==> src/rtl/reg_file_scan_if.sv <==
// Register-file access bus: two read ports and one write port.
// The datapath drives addresses and write data; the register file returns read data.
interface reg_file_scan_if #(
  parameter int WIDTH = 16,
  parameter int DEPTH = 8
);
  localparam int AW = $clog2(DEPTH);

  logic             RegWe;
  logic [AW-1:0]    Rw;
  logic [WIDTH-1:0] WD;
  logic [AW-1:0]    Rs1;
  logic [AW-1:0]    Rs2;
  logic [WIDTH-1:0] Rd1;
  logic [WIDTH-1:0] Rd2;

  modport master (
    output RegWe, Rw, WD, Rs1, Rs2,
    input  Rd1, Rd2
  );

  modport slave (
    input  RegWe, Rw, WD, Rs1, Rs2,
    output Rd1, Rd2
  );
endinterface

==> src/rtl/reg_file_scan.sv <==
// Parametrised 2R1W register file with optional hard-zero R0, optional write forwarding,
// and a full-depth serial scan chain with a wrapping shift counter.
module reg_file_scan #(
  parameter int WIDTH   = 16,
  parameter int DEPTH   = 8,
  parameter int ZERO_R0 = 0,
  parameter int BYPASS  = 0
) (
  input  logic                              Clock,
  input  logic                              Reset,
  reg_file_scan_if.slave                    bus,
  input  logic                              Test,
  input  logic                              SDI,
  output logic                              SDO,
  output logic [$clog2(WIDTH*DEPTH):0]      ScanCount,
  output logic                              ScanWrap
);
  localparam int AW = $clog2(DEPTH);
  localparam int CW = $clog2(WIDTH*DEPTH) + 1;
  localparam int LO = (ZERO_R0 != 0) ? 1 : 0;
  localparam int L  = WIDTH * (DEPTH - LO);

  logic [WIDTH-1:0] regs [DEPTH];
  logic [DEPTH-1:0] shiftIn;
  logic             writeOk;
  logic [WIDTH-1:0] rd1;
  logic [WIDTH-1:0] rd2;

  // Bit entering each register's MSB during a shift: SDI at the top, else the LSB of the register above.
  always_comb begin
    shiftIn = '0;
    shiftIn[DEPTH-1] = SDI;
    for (int i = 0; i < DEPTH - 1; i++) shiftIn[i] = regs[i+1][0];
  end

  assign writeOk = bus.RegWe && !Test && !((ZERO_R0 != 0) && (bus.Rw == '0));

  always_ff @(posedge Clock) begin
    if (Reset) begin
      for (int i = 0; i < DEPTH; i++) regs[i] <= '0;
      ScanCount <= '0;
      ScanWrap  <= 1'b0;
    end else begin
      ScanWrap <= 1'b0;
      if (Test) begin
        for (int i = LO; i < DEPTH; i++) regs[i] <= {shiftIn[i], regs[i][WIDTH-1:1]};
        if (ScanCount == CW'(L - 1)) begin
          ScanCount <= '0;
          ScanWrap  <= 1'b1;
        end else begin
          ScanCount <= ScanCount + CW'(1);
        end
      end else if (writeOk) begin
        regs[bus.Rw] <= bus.WD;
      end
    end
  end

  // Hard-zero R0 takes precedence over forwarding so a write to R0 never leaks through.
  always_comb begin
    rd1 = regs[bus.Rs1];
    rd2 = regs[bus.Rs2];
    if ((BYPASS != 0) && writeOk && (bus.Rw == bus.Rs1)) rd1 = bus.WD;
    if ((BYPASS != 0) && writeOk && (bus.Rw == bus.Rs2)) rd2 = bus.WD;
    if ((ZERO_R0 != 0) && (bus.Rs1 == '0)) rd1 = '0;
    if ((ZERO_R0 != 0) && (bus.Rs2 == '0)) rd2 = '0;
  end

  assign bus.Rd1 = rd1;
  assign bus.Rd2 = rd2;
  assign SDO     = regs[LO][0];
endmodule

==> src/flat_wrapper.sv <==
// flat-port wrapper written by rule: the top's interface ports become plain ports
module reg_file_scan_flat 
#(
  parameter int WIDTH   = 16,
  parameter int DEPTH   = 8,
  parameter int ZERO_R0 = 0,
  parameter int BYPASS  = 0
)
  (Clock, Reset, Test, SDI, SDO, ScanCount, ScanWrap, bus_RegWe, bus_Rw, bus_WD, bus_Rs1, bus_Rs2, bus_Rd1, bus_Rd2);
  reg_file_scan_if #(.WIDTH(WIDTH), .DEPTH(DEPTH)) bus_i ();
  input  logic Clock;
  input  logic Reset;
  input  logic Test;
  input  logic SDI;
  output logic SDO;
  output logic [$clog2(WIDTH*DEPTH):0] ScanCount;
  output logic ScanWrap;
  input wire logic [$bits(bus_i.RegWe)-1:0] bus_RegWe;
  input wire logic [$bits(bus_i.Rw)-1:0] bus_Rw;
  input wire logic [$bits(bus_i.WD)-1:0] bus_WD;
  input wire logic [$bits(bus_i.Rs1)-1:0] bus_Rs1;
  input wire logic [$bits(bus_i.Rs2)-1:0] bus_Rs2;
  output wire logic [$bits(bus_i.Rd1)-1:0] bus_Rd1;
  output wire logic [$bits(bus_i.Rd2)-1:0] bus_Rd2;
  assign bus_i.RegWe = bus_RegWe;
  assign bus_i.Rw = bus_Rw;
  assign bus_i.WD = bus_WD;
  assign bus_i.Rs1 = bus_Rs1;
  assign bus_i.Rs2 = bus_Rs2;
  assign bus_Rd1 = bus_i.Rd1;
  assign bus_Rd2 = bus_i.Rd2;
  reg_file_scan #(.WIDTH(WIDTH), .DEPTH(DEPTH), .ZERO_R0(ZERO_R0), .BYPASS(BYPASS)) u_core (.Clock(Clock), .Reset(Reset), .bus(bus_i), .Test(Test), .SDI(SDI), .SDO(SDO), .ScanCount(ScanCount), .ScanWrap(ScanWrap));
endmodule
==> config.mk <==
export PLATFORM = sky130hd
export DESIGN_NAME = reg_file_scan_flat
export DESIGN_NICKNAME = d
export VERILOG_FILES = /design/src/rtl/reg_file_scan_if.sv /design/src/rtl/reg_file_scan.sv /design/src/flat_wrapper.sv
export SDC_FILE = /design/constraint.sdc
export NUM_CORES = 1
export LEC_CHECK = 0
export BUFFER_PORTS_ARGS = -buffer_cell sky130_fd_sc_hd__buf_2
export CORE_MARGIN = 1
export CORE_UTILIZATION = 45
export DETAILED_ROUTE_END_ITERATION = 6
export PLACE_DENSITY = 0.74
export SLEW_MARGIN = 30
export SYNTH_ARGS = -nofsm -noshare
export SYNTH_HDL_FRONTEND = slang
export SYNTH_SLANG_ARGS = --single-unit
==> constraint.sdc <==
create_clock -name Clock -period 2.8 [get_ports Clock]
set_clock_uncertainty 0.15 [all_clocks]
set_input_delay 0.56 -clock Clock [delete_from_list [all_inputs] [get_ports Clock]]
set_output_delay 0.56 -clock Clock [all_outputs]
set_load 0.1 [all_outputs]
* Yosys cells after proc, flatten, opt, wreduce, memory -nomap -nowiden
Memories as Yosys holds them, arrays and structs flattened. Cells that the tools add are included.
Word-level totals: flip-flop bits (word level) 9, bits in writable memories 128, output and inout port bits 42, memories 1
Memory list:
- u_core.regs | depth 8, bits a word 16, rd ports 10, clocked after memory_dff 0, wr ports 8, RTL line reg_file_scan.sv:23 | logic [WIDTH-1:0] regs [DEPTH];
Cells by class: $add $sub $neg 1, equal/unequal tests 1, mux-type cells 22, bitwise logic cells 9, reductions and logical operators 4
Operator list (count):
- $mux 16 | 9
- $reduce_or 16->1 | 1
- $mux 1 | 11
- $add 8x1->8 const B | 1
- $eq 8x7->1 const B | 1
- $mux 8 | 1
- $or 1x1->1 | 8
- $mux 3 | 1
- $reduce_or 2->1 | 1
- $logic_and 1x1->1 | 1
- $logic_not 1->1 | 1
- $not 1->1 | 1

* Depth between registers and ports, before layout
word-level depth 8, gate-level depth with buffers 7, mapped depth without buffers 4

* Least setup slack after synthesis
No wires, ideal clock.
kind input to output, start point input port bus_Rs1[0], end point output port bus_Rd1[0], arrival 2.086 ns, data required time 2.090 ns, slack 0.004 ns, stages on the path 4, path buffers 2, path through clkbuf_1 -> buf_2 -> mux4_2 -> mux2_2
Between the ends: cells in the longest elaborated chain, start to end 1
RTL lines:
- start: declaration | RTL line flat_wrapper.sv:21 | input wire logic [$bits(bus_i.Rs1)-1:0] bus_Rs1;
- $mem_v2 8x16
- end: declaration | RTL line flat_wrapper.sv:23 | output wire logic [$bits(bus_i.Rd1)-1:0] bus_Rd1;
No other way between the ends.

* Worst setup path in the final report
start point input port bus_Rs1[0], end point output port bus_Rd1[15]
Same word-level chain as after synthesis.

==> results.md <==
* Status: complete, no violations
* Initial antenna violation count at 0
* Adder-Cell Fraction of Synth Area at 0.160%
* Synth area leaders: edfxtp_1 (49%), mux4_2 (18%), a22o_1 (11%)
* Worst path required time at 2.09 ns
* Cells after Synth at 493
* H-tree levels at 4
* Seq pwr share at 42.0%
* Vias per Instance at 6.67
* Avg WL per Cell at 25.8 um
* YS warnings at 0
* Syn_nets at 524
* Sw Ratio at 29.4%
* WS Path Type: in2out
* Clock tree buffer depth at 2
* CTS Root Buffer Type: clkbuf_16
* Yosys top cell area share at 49.0%
* Row Count at 47
* First-pass GRT wire length at 32,500 um
* Portion of total power attributed to the clock network at 38.7%
* Worst setup startpoint: bus_Rs1[0]
* Peak VDD IR at 0.462 mV
* CTS buffer count at 17
* Setup_tns at 0 ns
* Compound-Gate Fraction of Synth Area at 11.2%
* Via Count at 5,325
* Largest family of logic cells by synthesized area: multiplexers
* Synthesis-stage register bit count at 137
* Die area at 0.0180 mm2
* Die X-Extent at 134 um
* Total leakage power at 0.00353 uW
* Core Area at 0.0168 mm2
* Tot GR Track Use at 24.3%
* CTS tree: done
* Max Cap Viol at 0
* HPWL Detailed at 13,200 um
* Slew at the pin with the worst max-slew slack at 0.492 ns
* Worst hold path startpoint: u_core.ScanCount[6]
* Internal at 4260 uW
* Vias in the first global route at 5,631
* Cell Area, Synth at 0.00784 mm2
* Post-Synth Simple-Gate Area at 6.43%
* Post-Place Cells at 767
* Input/output buffers at 71
* Hold Path Depth at 2
* Starting DRT DRC Count at 669
* Mean post-synth cell area at 15.9 um2
* Crit share post-route at 98.1%
* DR DRC count at 0
* Max Clock Freq at 0.364 GHz
* Cts hold-fix bufs at 0
* CP Capture Type: output pin
* Largest net degree at the start of global routing at 96
* Initial core utilization at 46.6%
* CTS clk-pin slew, worst paths at 0.06 ns
* I/O pin total at 72
* Number of distinct library cells after synthesis at 35
* Sequential fraction of the synthesis area at 51.3%
* Startpoint Class: input pin
* Area delta synth->final at 17.4%
* GPL Wtd Cong at 0.791
* R2r worst-path depth at 3
* Ant diodes at 0
* Final setup violating endpoints at 0
* Minimum clock period after layout at 2.75 ns
* CP max FO at 16
* Final std cells w/o fill at 798
* Die Ht at 134 um
* Worst R2R Setup Slack at 1.07 ns
* Worst skew pair latency at 0.42 ns
* Share of synthesized area spent on multiplexers at 27.7%
* Share of power burned in combinational logic at 19.3%
* Xor-xnor portion of the synthesized cell area at 0.447%
* NumNets Final at 597
* Cell accounting for the most synthesized area: edfxtp_1
* Sw Pwr at 1770 uW
* Launching point of the worst reg2reg path: u_core.ScanCount[2]
* Min-delay worst type: reg2reg
* First-pass DRT Iterations at 5
* Post-CTS Setup Bufs at 0
* Drt total wl at 20,600 um
* Power Density at 655 mW/mm2
* RSZ-0062 raised after global routing: false
* Critical Path AT at 2.04 ns
* Hold Vio Cnt, Final at 0
* Clock sinks at 137
* Relative slew slack at 67.2%
* Pins Over Slew Limit at 0
* Post-CTS Resized at 0
* Post-DRT Antenna Nets at 0
* Total global routing overflow at 0
* Share of cells above drive strength 1 at 46.2%
[power by group through the flow]
stage               clock network [uW]  registers, uW  logic [uW]
finish                            2330           2530        1160
global route                      2420           2540        1210
CTS                               2340           2520        1170
detailed placement                   0           2560        1160
global placement                     0           2550        1140
floorplan                            0           2530         896
[registers in the layout (all words and copies together) (netlist names)]
name,cells
u_core.ScanWrap,1
u_core.ScanCount,8
u_core.regs,128
[worst max-delay path, cell delays in order]
cell and delay (ns):
buf_2 0.15, buf_12 0.20, mux4_2 0.53, mux2_2 0.30
buf_2 0.30
[Yosys cell counts, drive strengths merged]
master and n:
mux2i 1, or3 11, or4b 1, xor2 3
nand4 3, dfxtp 9, mux2 64, nand3b 1
clkbuf 22, a22o 96, nor2 11, inv 1
nor2b 33, nand2 5, o31ai 1, nand2b 1
nor3 3, o21ai 3, buf 22, or3b 2
xnor2 1, a21oi 3, edfxtp 128, ha 1
mux4 64, nand3 3
[layer usage]
layer | wire, um | track usage (%)
met1 | 7730 | 30.1
met2 | 10400 | 40.0
met3 | 1980 | 6.35
met4 | 512 | 10.9
met5 | 0 | 0
[final timing paths]
path,endpoint
worst max-delay path,bus_Rd1[15]
worst min-delay path,u_core.ScanCount[6]
worst max register to register,u_core.ScanCount[7]
worst min register to register,u_core.ScanCount[6]
[area by class of cell]
type	count	area [um2]
repair buffers	98	683
fillers	1347	7620
flip-flops and latches	137	4020
clock inverters	14	181
well taps	220	275
inverters	1	3.75
clock buffers	17	425
multi-input cells	311	3610
[cell families (layout without fill, tap and decap cells)]
group / count (synthesis) / after routing
xor gates and xnor gates: 4 / 4
and+or+nand+nor: 74 / 74
muxes: 129 / 129
AOI/OAI and AO/OA: 103 / 103
adders and majority gates: 1 / 1
DFF: 137 / 137
buffers and inverters: 45 / 130
[layout by cell type, fill, tap and decap left out, types with 3 or more instances in the layout]
cell / netlist / routed
a21oi_1: 3 / 3
bufinv_16: 0 / 4
nor2_4: 4 / 4
mux2_2: 64 / 64
nand3_1: 3 / 3
clkbuf_16: 0 / 17
dfxtp_1: 9 / 9
buf_12: 0 / 10
nand4_1: 3 / 3
a22o_1: 96 / 96
o21ai_0: 3 / 3
nor2b_1: 33 / 32
nor2_1: 5 / 5
clkinvlp_4: 0 / 3
xor2_1: 3 / 3
mux4_2: 64 / 64
edfxtp_1: 128 / 128
or3_1: 10 / 10
nand2_1: 5 / 5
buf_4: 1 / 17
clkinv_1: 0 / 3
buf_2: 14 / 71
[stage by stage]
step | worst slack (ns) | area [um2] | total power, uW | util [%] | hold slack (ns)
detailed placement | 0.0627 | 8600 | 3720 | 51.1 | 0.360
CTS | 0.0458 | 9200 | 6030 | 54.7 | 0.368
global route | 0.00427 | 9200 | 6170 | 54.7 | 0.399
finish | 0.0520 | 9200 | 6030 | 54.7 | 0.376
global placement | 0.0812 | 8600 | 3700 | 51.1 | 0.339
floorplan | 0.00393 | 7840 | 3430 | - | 0.401
Note: power is estimated with default switching activity, not from simulation.
